$ cat config.mk
export PLATFORM = sky130hd
export DESIGN_NAME = req_capture_arbiter
export DESIGN_NICKNAME = d
export VERILOG_FILES = /design/src/rtl/req_capture_arbiter.sv
export SDC_FILE = /design/constraint.sdc
export NUM_CORES = 1
export LEC_CHECK = 0
export ABC_AREA = 1
export BUFFER_PORTS_ARGS = -buffer_cell sky130_fd_sc_hd__buf_4
export CORE_MARGIN = 2
export CORE_UTILIZATION = 51
export DETAILED_ROUTE_END_ITERATION = 10
export HOLD_SLACK_MARGIN = 0.08
export PLACE_DENSITY = 0.75
export REMOVE_ABC_BUFFERS = 1
export SLEW_MARGIN = 20
export SYNTH_ARGS = -nofsm -noshare
export SYNTH_HDL_FRONTEND = slang
export SYNTH_SLANG_ARGS = --single-unit
$ cat constraint.sdc
create_clock -name clk -period 1.5 [get_ports clk]
set_clock_uncertainty 0.15 [all_clocks]
set_input_delay 0.15 -clock clk [delete_from_list [all_inputs] [get_ports clk]]
set_output_delay 0.15 -clock clk [all_outputs]
set_load 0.01 [all_outputs]
$ cat src/rtl/req_capture_arbiter.sv
// req_capture_arbiter: front end of the 8-to-3 encoder.
// Synchronizes eight asynchronous request lines and turns each rising edge into a
// pending bit. One pending, unmasked request at a time is offered as a one-hot grant.
// Handshake: the grant is transferred on a cycle where grant_valid and grant_ready
// are both 1. While grant_valid=1 and grant_ready=0, grant_onehot is frozen. When
// grant_valid=0, grant_onehot is 8'h00 and grant_ready is ignored.
// SYNC_STAGES must lie in 2..4.
module req_capture_arbiter #(
  parameter int SYNC_STAGES = 2,
  parameter bit ROUND_ROBIN = 1'b0
) (
  input  logic       clk,
  input  logic       rst,
  input  logic [7:0] req_in,
  input  logic [7:0] req_mask,
  input  logic       grant_ready,
  output logic       grant_valid,
  output logic [7:0] grant_onehot,
  output logic [7:0] pending,
  output logic       overflow,
  input  logic       ovf_clr
);

  typedef enum logic {
    IDLE    = 1'b0,
    PRESENT = 1'b1
  } state_t;

  state_t     state;
  logic [7:0] sync_q [SYNC_STAGES];
  logic [7:0] prev_q;
  logic [7:0] rise;
  logic [7:0] accepted;
  logic [7:0] cand;
  logic [7:0] pick;
  logic [2:0] rr_ptr;
  logic [2:0] start_idx;
  logic [2:0] sel_idx;
  logic       accept;

  // The state register doubles as the valid flag so the two can never disagree.
  assign grant_valid = (state == PRESENT);

  // Synchronizer chain; stage 0 samples the raw asynchronous lines.
  always_ff @(posedge clk) begin
    if (rst) begin
      for (int k = 0; k < SYNC_STAGES; k++) sync_q[k] <= '0;
    end else begin
      sync_q[0] <= req_in;
      for (int k = 1; k < SYNC_STAGES; k++) sync_q[k] <= sync_q[k-1];
    end
  end

  // Edge history. Clearing it on reset makes a line held high across reset count once.
  always_ff @(posedge clk) begin
    if (rst) prev_q <= '0;
    else     prev_q <= sync_q[SYNC_STAGES-1];
  end

  assign rise     = sync_q[SYNC_STAGES-1] & ~prev_q;
  assign accept   = grant_valid & grant_ready;
  assign accepted = accept ? grant_onehot : 8'h00;
  // Bits set on this edge are excluded here; they become candidates next cycle.
  assign cand     = pending & req_mask & ~accepted;

  // Priority search: walk downward from the start index, wrapping 0 -> 7.
  // A start of 7 makes this plain highest-index-first fixed priority.
  assign start_idx = ROUND_ROBIN ? rr_ptr : 3'd7;

  // Select the first candidate found on the downward walk.
  always_comb begin
    logic       found;
    logic [2:0] idx;
    pick  = '0;
    found = 1'b0;
    idx   = '0;
    for (int k = 0; k < 8; k++) begin
      idx = start_idx - 3'(k);
      if (!found && cand[idx]) begin
        pick[idx] = 1'b1;
        found     = 1'b1;
      end
    end
  end

  // Index of the presented bit, used to advance the round-robin pointer.
  always_comb begin
    sel_idx = '0;
    for (int i = 0; i < 8; i++) begin
      if (grant_onehot[i]) sel_idx = 3'(i);
    end
  end

  // Pending set/clear: a new edge wins over the clear of an accepted bit.
  always_ff @(posedge clk) begin
    if (rst) pending <= '0;
    else     pending <= (pending & ~accepted) | rise;
  end

  // Sticky overflow: an edge on a line that is already pending and not leaving now.
  always_ff @(posedge clk) begin
    if (rst)                                overflow <= 1'b0;
    else if (|(rise & pending & ~accepted)) overflow <= 1'b1;
    else if (ovf_clr)                       overflow <= 1'b0;
  end

  // Round-robin pointer: after granting bit i, the search next starts at i-1.
  always_ff @(posedge clk) begin
    if (rst)         rr_ptr <= 3'd7;
    else if (accept) rr_ptr <= sel_idx - 3'd1;
  end

  // Grant FSM: the output register reloads when empty or when the grant is taken.
  always_ff @(posedge clk) begin
    if (rst) begin
      state        <= IDLE;
      grant_onehot <= '0;
    end else if ((state == IDLE) || grant_ready) begin
      if (|pick) begin
        state        <= PRESENT;
        grant_onehot <= pick;
      end else begin
        state        <= IDLE;
        grant_onehot <= '0;
      end
    end
  end

endmodule

; ---- After elaboration in Yosys (flattened, before gate mapping)
; Memory sizes are Yosys's and may differ from the RTL's.
; Index checks and enable logic that the tools add are counted.
[word_totals]
wordCells = 62
inputBits = 20
mem_bits_rw = 16
n_memories = 1
ff_bits = 26
out_inout_bits = 18
[mem_list]
columns = memory, words, word_bits, read_ports, rd_ports_with_merged_regs, write_ports, line_no
row1 = sync_q, 2, 8, 2, 0, 2, 30  ; logic [7:0] sync_q [SYNC_STAGES];
[op_classes]
reduce_logical = 18
bitwise_logic = 13
muxes = 25
[ops]
columns = op, count
row1 = $and A8 B8 Y8, 6
row2 = $mux W8, 5
row3 = $not A8 Y8, 2
row4 = $reduce_or A8 Y1, 2
row5 = $mux W1, 14
row6 = $or A8 B8 Y8, 1
row7 = $logic_and A1 B1 Y1, 7
row8 = $logic_not A1 Y1, 7
row9 = $mux W7, 1
row10 = $mux W6, 1
row11 = $mux W5, 1
row12 = $mux W4, 1
row13 = $mux W3, 1
row14 = $mux W2, 1
row15 = $or A1 B1 Y1, 2
row16 = $reduce_bool A2 Y1, 1
row17 = $and A1 B1 Y1, 1
row18 = $logic_or A1 B1 Y1, 1
row19 = $not A1 Y1, 1

; ---- Depth between registers and ports, before layout
; Gate-level depths: netlist of the first run.
[logic_depth]
depth_word = 28
ltp_mapped = 9
mapped_depth_nobuf = 9

; ---- Worst setup path after synthesis of the first run
; OpenSTA, ideal clock, no wires.
[synth_path]
path_type = reg-to-reg
from = register state (netlist: grant_valid)
to = register state (netlist: grant_valid)
path_buffers = 0
setup_time_ps = 128
synth_period_minus_slack_ps = 1390
t_arrival_ps = 1112
path_stages_with_launch = 8
slack_ps = 110
required_ps = 1222
cell_sequence = dfxtp_1 > nand3_1 > nand2_2 > nand3_4 > nor2_4 > nand4_1 > nor2_1 > nor2_1
[synth_between]
elab_chain_cells = 28
elab_cells_between_ends = 37
classes_between = mux (17) / bitwise (4) / reduce/logical (16)
[synth_rtl]
columns = item, line_no
row1 = start: declaration, 29  ; state_t state;
row2 = start signal: assignment, 116  ; state <= IDLE;
row3 = start signal: assignment, 120  ; state <= PRESENT;
row4 = start signal: assignment, 123  ; state <= IDLE;
row5 = $and A1 B1 Y1, 61  ; assign accept = grant_valid & grant_ready;
row6 = $mux W8, 62  ; assign accepted = accept ? grant_onehot : 8'h00;
row7 = $not A8 Y8, 64  ; assign cand = pending & req_mask & ~accepted;
row8 = $and A8 B8 Y8, 64
row9 = $mux W1, 79  ; if (!found && cand[idx]) begin
row10 = $logic_not A1 Y1, 79
row11 = $logic_and A1 B1 Y1, 79
row12 = $mux W1, 79
row13 = [12 not listed], n/a
row14 = $logic_not A1 Y1, 79
row15 = $logic_and A1 B1 Y1, 79
row16 = $mux W1, 79
row17 = $logic_not A1 Y1, 79
row18 = $logic_and A1 B1 Y1, 79
row19 = $mux W1, 79
row20 = $reduce_or A8 Y1, 119  ; if (|pick) begin
row21 = $mux W1, 119
; Several ways; a longest one is shown, not always the timed one.
; A chain may end at the register's enable or synchronous reset.

==> out/results.md, run 1 <==
- **GRT Resource Usage Total** 19.8%
- **post-detailed-placement half-perimeter wirelength** 2110 µm
- **cell area after technology mapping** 0.00157 mm²
- **most frequent cell on the critical path** sky130_fd_sc_hd__dlygate4sd3_1
- **total CTS buffers** 5
- **required time at the endpoint of the critical path** 1580 ps
- **number of antenna violations at the first check in global routing** 0
- **portion of the clock cycle consumed by the worst path in the final layout** 97.7%
- **vias in the first global route** 1296
- **Num Clock Sinks** 42
- **number of distinct library cells after synthesis** 18
- **number of core rows** 20
- **number of nets still failing antenna checks after routing** 0
- **insertion delay to the later sink of the worst-skew pair** 350 ps
- **Routed WL** 3100 µm
- **power per unit of standard cell area** 912 mW/mm²
- **overall die area** 0.00355 mm²
- **global routing's busiest layer** met2
- **mean instance size in the synthesized netlist** 7.42 µm²
- **number of vias per cell** 4.58
- **min-delay worst type** input pin to flop
- **top-level I/O count** 38
- **met1 Usage GRT** 24.0%
- **Max stage delay cell, worst path** sky130_fd_sc_hd__dlygate4sd3_1
- **Layout Area Growth over Synthesis** 36.9%
- **overall die width** 59.6 µm
- **Final GP Congestion** 0.882
- **data arrival time of the critical path** 1550 ps
- **wire length of the first global-routing pass** 5170 µm
- **LEAKAGE** 0.00107 µW
- **Period minus WS final** 1460 ps
- **GR Util met2** 31.1%
- **Diodes inserted** 0
- **clock buffer depth** 2
- **leading cell types in the layout, fill and taps excluded** 42 x sky130_fd_sc_hd__inv_1, 41 x sky130_fd_sc_hd__dfxtp_1, 40 x sky130_fd_sc_hd__buf_4, 38 x sky130_fd_sc_hd__nor2_1, 37 x sky130_fd_sc_hd__nand2_1
- **pre-CTS setup slack** 43.8 ps
- **CP Capture Type** flop
- **initial cell density of the core** 52.4%
- **critical path type** input pin to flop
- **number of max-cap violations** 0
- **count of nets after finishing** 294
- **CORE AREA** 0.00300 mm²
- **number of setup violations in the final report** 0
- **Port Buffers** 37
- **length of the first detailed-routing pass in iterations** 4
- **non-filler cells in the finished layout** 307
- **CP max FO** 21
- **height of the chip** 59.6 µm
- **TritonCTS clock tree** built
- **CTS H-Tree Depth** 2
- **setup repair after global routing missed its margin** true
- **count of buffers added by post-CTS timing repair for setup** 0
- **slew at the pin closest to its max-slew limit** 388 ps
- **GR Layer Usage met3** 7.42%
- **clock root buffer master** sky130_fd_sc_hd__clkbuf_4
- **count of final hold-check violations** 0
- **Starting DRT DRC Count** 48
- **startpoint class of the critical path** input pin
- **remaining design rule violation count** 0
- **post-synthesis instance total** 212
- **via count** 1406
- **part of the Yosys area used for sequential elements** 53.4%
- **DR WL/cell** 10.1 µm
- **most common cell after layout, fill and taps aside** sky130_fd_sc_hd__inv_1
- **total number of yosys warnings** 0
- **list of cells traversed by the critical path** dlygate4sd3_1 -> buf_4 -> nor2_1 -> dlygate4sd3_1
- **count of state elements after synthesis** 42
- **run status** finished clean
- **total placed cells including tap cells** 280
- **clock transition time at the flip-flop clock pins of the worst setup and hold paths** 110 ps
- **top achievable clock speed** 683 MHz
- **fraction of layout cells with a size suffix above 1** 21.2%
- **largest net degree at the start of global routing** 22
- **final setup margin** 35.0 ps
- **delay of the slowest cell on the worst path** 570 ps
- **Tot Pwr** 1960 µW
- **Final Hold Slack** 103 ps
- **final max-slew violation count** 0
- **worst ir drop on vdd** 667 µV
- **GR Overflow Total** 0
- **relative slew slack** 74.1%
## Yosys cell counts
cell type | number | share of area (%)
sky130_fd_sc_hd__a21oi_1 | 15 | 4.8
sky130_fd_sc_hd__buf_2 | 1 | 0.32
sky130_fd_sc_hd__clkbuf_1 | 4 | 0.95
sky130_fd_sc_hd__dfxtp_1 | 42 | 53
sky130_fd_sc_hd__inv_1 | 43 | 10
sky130_fd_sc_hd__inv_2 | 3 | 0.72
sky130_fd_sc_hd__nand2_1 | 38 | 9.1
sky130_fd_sc_hd__nand2_2 | 3 | 1.2
sky130_fd_sc_hd__nand3_1 | 6 | 1.9
sky130_fd_sc_hd__nand3_4 | 1 | 1.1
sky130_fd_sc_hd__nand4_1 | 11 | 4.4
sky130_fd_sc_hd__nor2_1 | 38 | 9.1
sky130_fd_sc_hd__nor2_4 | 1 | 0.72
sky130_fd_sc_hd__o21ai_0 | 1 | 0.32
sky130_fd_sc_hd__o21ai_1 | 2 | 0.64
sky130_fd_sc_hd__o22ai_1 | 1 | 0.40
sky130_fd_sc_hd__or2_1 | 1 | 0.40
sky130_fd_sc_hd__or2_2 | 1 | 0.40
## registers in the layout, summed over array words and instances (netlist names)
signal,cells
overflow,1
sync_q,16
grant_valid,1
prev_q,8
grant_onehot,8
pending,8
## timing repair
item	CTS	global route
hold buffers	20	0
gates resized for setup	0	6
setup endpoints to repair	0	9
endpoints found under the hold margin	28	0
## routing by layer
layer | routed length (µm) | up-vias
li1 | - | 761
met5 | 0 | -
met4 | 55 | 0
met2 | 1460 | 30
met1 | 1430 | 609
met3 | 153 | 6
## layout make-up
class / instances / area [µm²]
Fill cell: 272 / 848
Sequential cell: 42 / 845
Multi-Input combinational cell: 119 / 548
Timing Repair Buffer: 60 / 503
Inverter: 46 / 173
Clock buffer: 7 / 45.0
Tap cell: 33 / 41.3
## worst max-delay path: cells and delay by family
kind / cells / cell delay [ps]
buf+inv: 3 / 1320
simple gates: 1 / 70
## metrics by stage
stage | utilization, % | setup TNS, ps | area (µm²)
after floorplan | - | 0 | 1550
after global placement | 63.1 | 0 | 1900
after detailed placement | 63.1 | 0 | 1900
after CTS | 71.3 | 0 | 2140
after global routing | 71.8 | -18.9 | 2150
final | 71.8 | 0 | 2150
## power breakdown
part / switching (µW) / internal (µW)
Combinational: 126 / 142
Clock: 324 / 177
Sequential: 30.7 / 1170
Total: 480 / 1480
## path summary, 6_finish.rpt
| path | from | endpoint | slack, ps | cells past startpoint |
|---|---|---|---|---|
| setup reg to reg | grant_valid$_SDFFE_PP0P_ | grant_onehot[0]$_SDFFE_PP0P_ | 110 | 6 |
| setup / recovery | rst | sync_q[0][1]$_SDFF_PP0_ | 40 | 4 |
| hold reg to reg | sync_q[0][0]$_SDFF_PP0_ | sync_q[0][8]$_SDFF_PP0_ | 260 | 2 |
| hold / removal | req_mask[4] | grant_onehot[4]$_SDFFE_PP0P_ | 100 | 7 |
## cell families (layout without fill, tap and decap cells)
logic type / Yosys count / after routing / synth area share, %
buffers and inverters: 51 / 113 / 12.2
AOI/OAI and AO/OA: 19 / 19 / 6.12
and+or+nand+nor: 100 / 100 / 28.2
DFF: 42 / 42 / 53.4
Power figures use the tool's default switching activity.
==> run 2: changes to the inputs <==
--- a/config.mk
+++ b/config.mk
@@ -7,8 +7,8 @@
 export LEC_CHECK = 0
 export ABC_AREA = 1
 export BUFFER_PORTS_ARGS = -buffer_cell sky130_fd_sc_hd__buf_4
-export CORE_MARGIN = 2
 export CORE_UTILIZATION = 51
+export CTS_BUF_LIST = sky130_fd_sc_hd__clkbuf_16
 export DETAILED_ROUTE_END_ITERATION = 10
 export HOLD_SLACK_MARGIN = 0.08
 export PLACE_DENSITY = 0.75
==> out/results.md, run 2 (synthesis results as in run 1) <==
- **run status** complete, but fails checks
- **violations in the final reports** DRC
- **switching component of the power** 575 µW
- **number of antenna violations at the first check in global routing** 0
- **Reg power frac** 42.4%
- **overall die area** 0.00331 mm²
- **LEAKAGE** 0.00110 µW
- **fraction of layout cells with a size suffix above 1** 23.0%
- **top-level I/O count** 38
- **number of flip-flops in the largest register** 16
- **r2r setup slk** 100 ps
- **portion of total power attributed to combinational logic** 9.2%
- **power per unit of standard cell area** 1260 mW/mm²
- **number of max-cap violations** 0
- **required time at the endpoint of the critical path** 1510 ps
- **largest net degree at the start of global routing** 15
- **post-detailed-placement half-perimeter wirelength** 2270 µm
- **count of buffers added by post-CTS timing repair for setup** 0
- **Final GP Congestion** 0.786
- **min-delay worst type** input pin to flop
- **clock root buffer master** sky130_fd_sc_hd__clkbuf_16
- **total CTS buffers** 5
- **Cell Int Power** 2260 µW
- **destination of the worst register-to-register timing path** grant_valid$_SDFFE_PP0P_
- **via count** 1451
- **GR Overflow Total** 0
- **TritonCTS clock tree** built
- **worst setup path startpoint** req_in[4]
- **relative slew slack** 67.7%
- **register bank with the most flops** sync_q
- **Diodes inserted** 0
- **startpoint class of the critical path** input pin
- **overall die width** 57.6 µm
- **final setup margin** 43.8 ps
- **worst reg2reg path startpoint** grant_valid$_SDFFE_PP0P_
- **data arrival time of the critical path** 1470 ps
- **clock buffer depth** 2
- **number of setup violations in the final report** 0
- **number of cells on the worst reg-to-reg path** 7
- **slew at the pin closest to its max-slew limit** 482 ps
- **number of core rows** 19
- **pre-CTS setup slack** 37.0 ps
- **setup repair after global routing missed its margin** true
- **CP max FO** 1
- **total placed cells including tap cells** 279
- **top achievable clock speed** 687 MHz
- **post-route setup TNS** 0 ps
- **number of nets still failing antenna checks after routing** 0
- **most common cell after layout, fill and taps aside** sky130_fd_sc_hd__inv_1
- **destination of the critical timing path** sync_q[0][4]$_SDFF_PP0_
- **Layout Area Growth over Synthesis** 42.7%
- **length of the first detailed-routing pass in iterations** 7
- **Routed WL** 3360 µm
- **remaining design rule violation count** 4
- **Sw Ratio** 20.3%
- **Starting DRT DRC Count** 59
- **clock transition time at the flip-flop clock pins of the worst setup and hold paths** 60 ps
- **count of nets after finishing** 289
- **final max-slew violation count** 0
- **initial cell density of the core** 55.6%
- **Period minus WS final** 1460 ps
- **non-filler cells in the finished layout** 301
- **worst ir drop on vdd** 1090 µV
- **wire length of the first global-routing pass** 5480 µm
- **leading cell types in the layout, fill and taps excluded** 42 x sky130_fd_sc_hd__inv_1, 41 x sky130_fd_sc_hd__dfxtp_1, 41 x sky130_fd_sc_hd__buf_4, 38 x sky130_fd_sc_hd__nor2_1, 37 x sky130_fd_sc_hd__nand2_1
- **critical path type** input pin to flop
- **Tot Pwr** 2830 µW
- **insertion delay to the later sink of the worst-skew pair** 280 ps
- **Port Buffers** 37
- **CTS H-Tree Depth** 2
- **Num Clock Sinks** 42
- **number of vias per cell** 4.82
- **CP Capture Type** flop
- **count of final hold-check violations** 0
- **GRT Resource Usage Total** 22.3%
- **height of the chip** 57.6 µm
- **post-route cell area** 0.00225 mm²
- **portion of the clock cycle consumed by the worst path in the final layout** 97.1%
- **CORE AREA** 0.00283 mm²
- **vias in the first global route** 1306
- **placement-stage cell area** 0.00190 mm²
- **clock network fraction of design power** 48.4%
- **DR WL/cell** 11.2 µm
-- run 2: changes by cell type in the layout (fill, tap and decap cells not counted) --
| cell | before | now |
|---|---|---|
| sky130_fd_sc_hd__buf_4 | 40 | 41 |
| sky130_fd_sc_hd__clkbuf_1 | 2 | 0 |
| sky130_fd_sc_hd__dlymetal6s4s_1 | 1 | 0 |
| sky130_fd_sc_hd__clkbuf_4 | 5 | 0 |
| sky130_fd_sc_hd__dlygate4sd3_1 | 19 | 14 |
| sky130_fd_sc_hd__bufinv_16 | 0 | 2 |
| sky130_fd_sc_hd__clkinv_4 | 0 | 1 |
| sky130_fd_sc_hd__clkbuf_16 | 0 | 5 |
-- run 2: cell type report --
class / instances / area (µm²)
clock buffer: 5 / 125
clock inverter: 3 / 68.8
fill: 199 / 583
inverter: 46 / 173
multi-input combinational: 119 / 548
sequential: 42 / 845
tap: 31 / 38.8
timing repair buffer: 55 / 448
-- run 2: worst min path at each step --
stage / start / to / slack (ps) / depth (start not counted)
after floorplan: rst / grant_onehot[0]$_SDFFE_PP0P_ / 70 / 1
after CTS: rst / grant_onehot[1]$_SDFFE_PP0P_ / 90 / 4
after detailed placement: req_in[4] / sync_q[0][4]$_SDFF_PP0_ / 210 / 3
after global placement: req_in[3] / sync_q[0][3]$_SDFF_PP0_ / 200 / 3
after global routing: rst / grant_onehot[1]$_SDFFE_PP0P_ / 80 / 4
final: rst / grant_onehot[7]$_SDFFE_PP0P_ / 80 / 4
-- run 2: repair_timing --
| action | 4_1_cts | 5_1_grt |
|---|---|---|
| endpoints found under the hold margin | 23 | 0 |
| setup endpoints to repair | 1 | 5 |
| hold buffers | 14 | 0 |
| pin swaps | 0 | 1 |
| gates resized for setup | 1 | 4 |
-- run 2: worst max-delay path: stages --
cell                            delay (ps)
sky130_fd_sc_hd__dlygate4sd3_1         550
sky130_fd_sc_hd__buf_4                 140
sky130_fd_sc_hd__inv_1                  40
sky130_fd_sc_hd__nor2_1                 30
sky130_fd_sc_hd__dlygate4sd3_1         550
-- run 2: metrics by stage --
step	util, %	hold WS [ps]
CTS	79.0	86.4
detailed placement	67.2	207
global route	79.4	84.6
global placement	67.2	198
finish	79.4	84.1
floorplan	-	69.1
-- run 2: metal layers --
| metal | track usage (%) | vias to the layer above | wire (µm) |
|---|---|---|---|
| met4 | 8.36 | 0 | 23 |
| met1 | 26.1 | 638 | 1480 |
| li1 | - | 761 | - |
| met5 | 0 | - | 0 |
| met2 | 38.0 | 50 | 1650 |
| met3 | 7.03 | 2 | 210 |
-- run 2: power by group through the flow --
stage,logic (µW),registers [µW],clock network [µW]
2_1_floorplan,99.4,1230,0
3_3_place_gp,222,1220,0
3_5_place_dp,227,1220,0
4_1_cts,259,1200,1380
5_1_grt,290,1200,1440
6_report,262,1200,1370
==> run 3: changes to the inputs <==
--- a/config.mk
+++ b/config.mk
@@ -11,7 +11,7 @@
 export CTS_BUF_LIST = sky130_fd_sc_hd__clkbuf_16
 export DETAILED_ROUTE_END_ITERATION = 10
 export HOLD_SLACK_MARGIN = 0.08
-export PLACE_DENSITY = 0.75
+export PLACE_DENSITY_LB_ADDON = 0.3
 export REMOVE_ABC_BUFFERS = 1
 export SLEW_MARGIN = 20
 export SYNTH_ARGS = -nofsm -noshare
==> out/results.md, run 3 (synthesis results as in run 1) <==
- **count of nets after finishing** 285
- **required time at the endpoint of the critical path** 1550 ps
- **GRT Resource Usage Total** 19.0%
- **overall die width** 57.6 µm
- **run status** complete, but fails checks
- **number of nets still failing antenna checks after routing** 0
- **Num Clock Sinks** 42
- **number of max-cap violations** 0
- **insertion delay to the later sink of the worst-skew pair** 270 ps
- **critical path type** flop to flop
- **GR Overflow Total** 0
- **Port Buffers** 37
- **clock root buffer master** sky130_fd_sc_hd__clkbuf_16
- **remaining design rule violation count** 6
- **CTS H-Tree Depth** 2
- **startpoint class of the critical path** flop
- **count of buffers added by post-CTS timing repair for setup** 0
- **placement-stage cell area** 0.00189 mm²
- **register bank with the most flops** sync_q
- **number of vias per cell** 4.59
- **number of setup violations in the final report** 0
- **power per unit of standard cell area** 1190 mW/mm²
- **CP max FO** 10
- **clock buffer depth** 2
- **setup repair after global routing missed its margin** false
- **count of final hold-check violations** 0
- **violations in the final reports** DRC
- **post-route setup TNS** 0 ps
- **Period minus WS final** 1380 ps
- **non-filler cells in the finished layout** 296
- **length of the first detailed-routing pass in iterations** 7
- **height of the chip** 57.6 µm
- **via count** 1360
- **TritonCTS clock tree** built
- **Diodes inserted** 0
- **Routed WL** 2930 µm
- **initial cell density of the core** 55.6%
- **total CTS buffers** 5
- **number of antenna violations at the first check in global routing** 0
- **min-delay worst type** input pin to flop
- **largest net degree at the start of global routing** 29
- **number of cells on the worst reg-to-reg path** 5
- **data arrival time of the critical path** 1440 ps
- **top-level I/O count** 38
- **wire length of the first global-routing pass** 4750 µm
- **most common cell after layout, fill and taps aside** sky130_fd_sc_hd__inv_1
- **Final GP Congestion** 0.824
- **vias in the first global route** 1199
- **portion of the clock cycle consumed by the worst path in the final layout** 92.1%
- **slew at the pin closest to its max-slew limit** 305 ps
- **number of flip-flops in the largest register** 16
- **leading cell types in the layout, fill and taps excluded** 43 x sky130_fd_sc_hd__inv_1, 41 x sky130_fd_sc_hd__dfxtp_1, 40 x sky130_fd_sc_hd__buf_4, 38 x sky130_fd_sc_hd__nor2_1, 37 x sky130_fd_sc_hd__nand2_1
- **number of core rows** 19
- **total placed cells including tap cells** 278
- **depth of the worst hold-timing path** 2
- **r2r setup slk** 120 ps
- **clock transition time at the flip-flop clock pins of the worst setup and hold paths** 60 ps
- **relative slew slack** 79.7%
- **Final Hold Slack** 82.6 ps
- **final max-slew violation count** 0
- **overall die area** 0.00331 mm²
- **DR WL/cell** 9.90 µm
- **post-route cell area** 0.00217 mm²
- **Layout Area Growth over Synthesis** 37.8%
- **post-detailed-placement half-perimeter wirelength** 2010 µm
- **LEAKAGE** 0.00107 µW
- **Starting DRT DRC Count** 70
- **worst ir drop on vdd** 879 µV
- **fraction of layout cells with a size suffix above 1** 21.5%
- **CORE AREA** 0.00283 mm²
- **top achievable clock speed** 724 MHz
- **CP Capture Type** flop
[run 3: power breakdown]
group          switching [µW]  internal, µW  total, µW
logic                     120           126        246
clock network             379           768       1150
registers                30.0          1170       1200
[run 3: worst max-delay path, cell delays in order (launching register included)]
cell and delay [ps]:
sky130_fd_sc_hd__dfxtp_4 370, sky130_fd_sc_hd__inv_1 40, sky130_fd_sc_hd__or2_1 320, sky130_fd_sc_hd__inv_1 190, sky130_fd_sc_hd__nand2_1 90, sky130_fd_sc_hd__a21oi_1 150
[run 3: through the flow]
stage	total power [µW]	utilization, %	worst slack, ps
after floorplan	1330	-	126
after global placement	1440	66.9	67.9
after detailed placement	1440	66.9	52.2
after CTS	2600	76.4	11.7
after global routing	2670	76.6	5.85
final	2590	76.6	118
[run 3: what timing repair did]
item / CTS / global route
setup endpoints to repair: 0 / 7
hold buffers: 11 / 0
gates resized for setup: 0 / 3
hold endpoints to repair: 11 / 0
[run 3: worst paths after layout]
check / start / end
setup / recovery: grant_valid$_SDFFE_PP0P_ / grant_onehot[5]$_SDFFE_PP0P_
hold reg to reg: sync_q[0][0]$_SDFF_PP0_ / sync_q[0][8]$_SDFF_PP0_
hold / removal: rst / sync_q[0][7]$_SDFF_PP0_
setup reg to reg: grant_valid$_SDFFE_PP0P_ / grant_onehot[5]$_SDFFE_PP0P_
[run 3: per-layer routing]
metal  global-route usage (%)  wire length (µm)  vias to the layer above  part of all wire [%]
met5                        0                 0                        -                     0
li1                         -                 -                      743                     -
met1                     21.4              1290                      567                    44
met3                     4.99               200                        4                   6.8
met2                     33.6              1410                       46                    48
met4                     8.01                29                        0                  0.99
[run 3: cell type report]
| cell class | count | area (µm²) |
|---|---|---|
| Inverter | 46 | 173 |
| Fill cell | 222 | 661 |
| Tap cell | 31 | 38.8 |
| Clock inverter | 2 | 33.8 |
| Clock buffer | 5 | 125 |
| Sequential cell | 42 | 845 |
| Timing Repair Buffer | 51 | 410 |
| Multi-Input combinational cell | 119 | 543 |
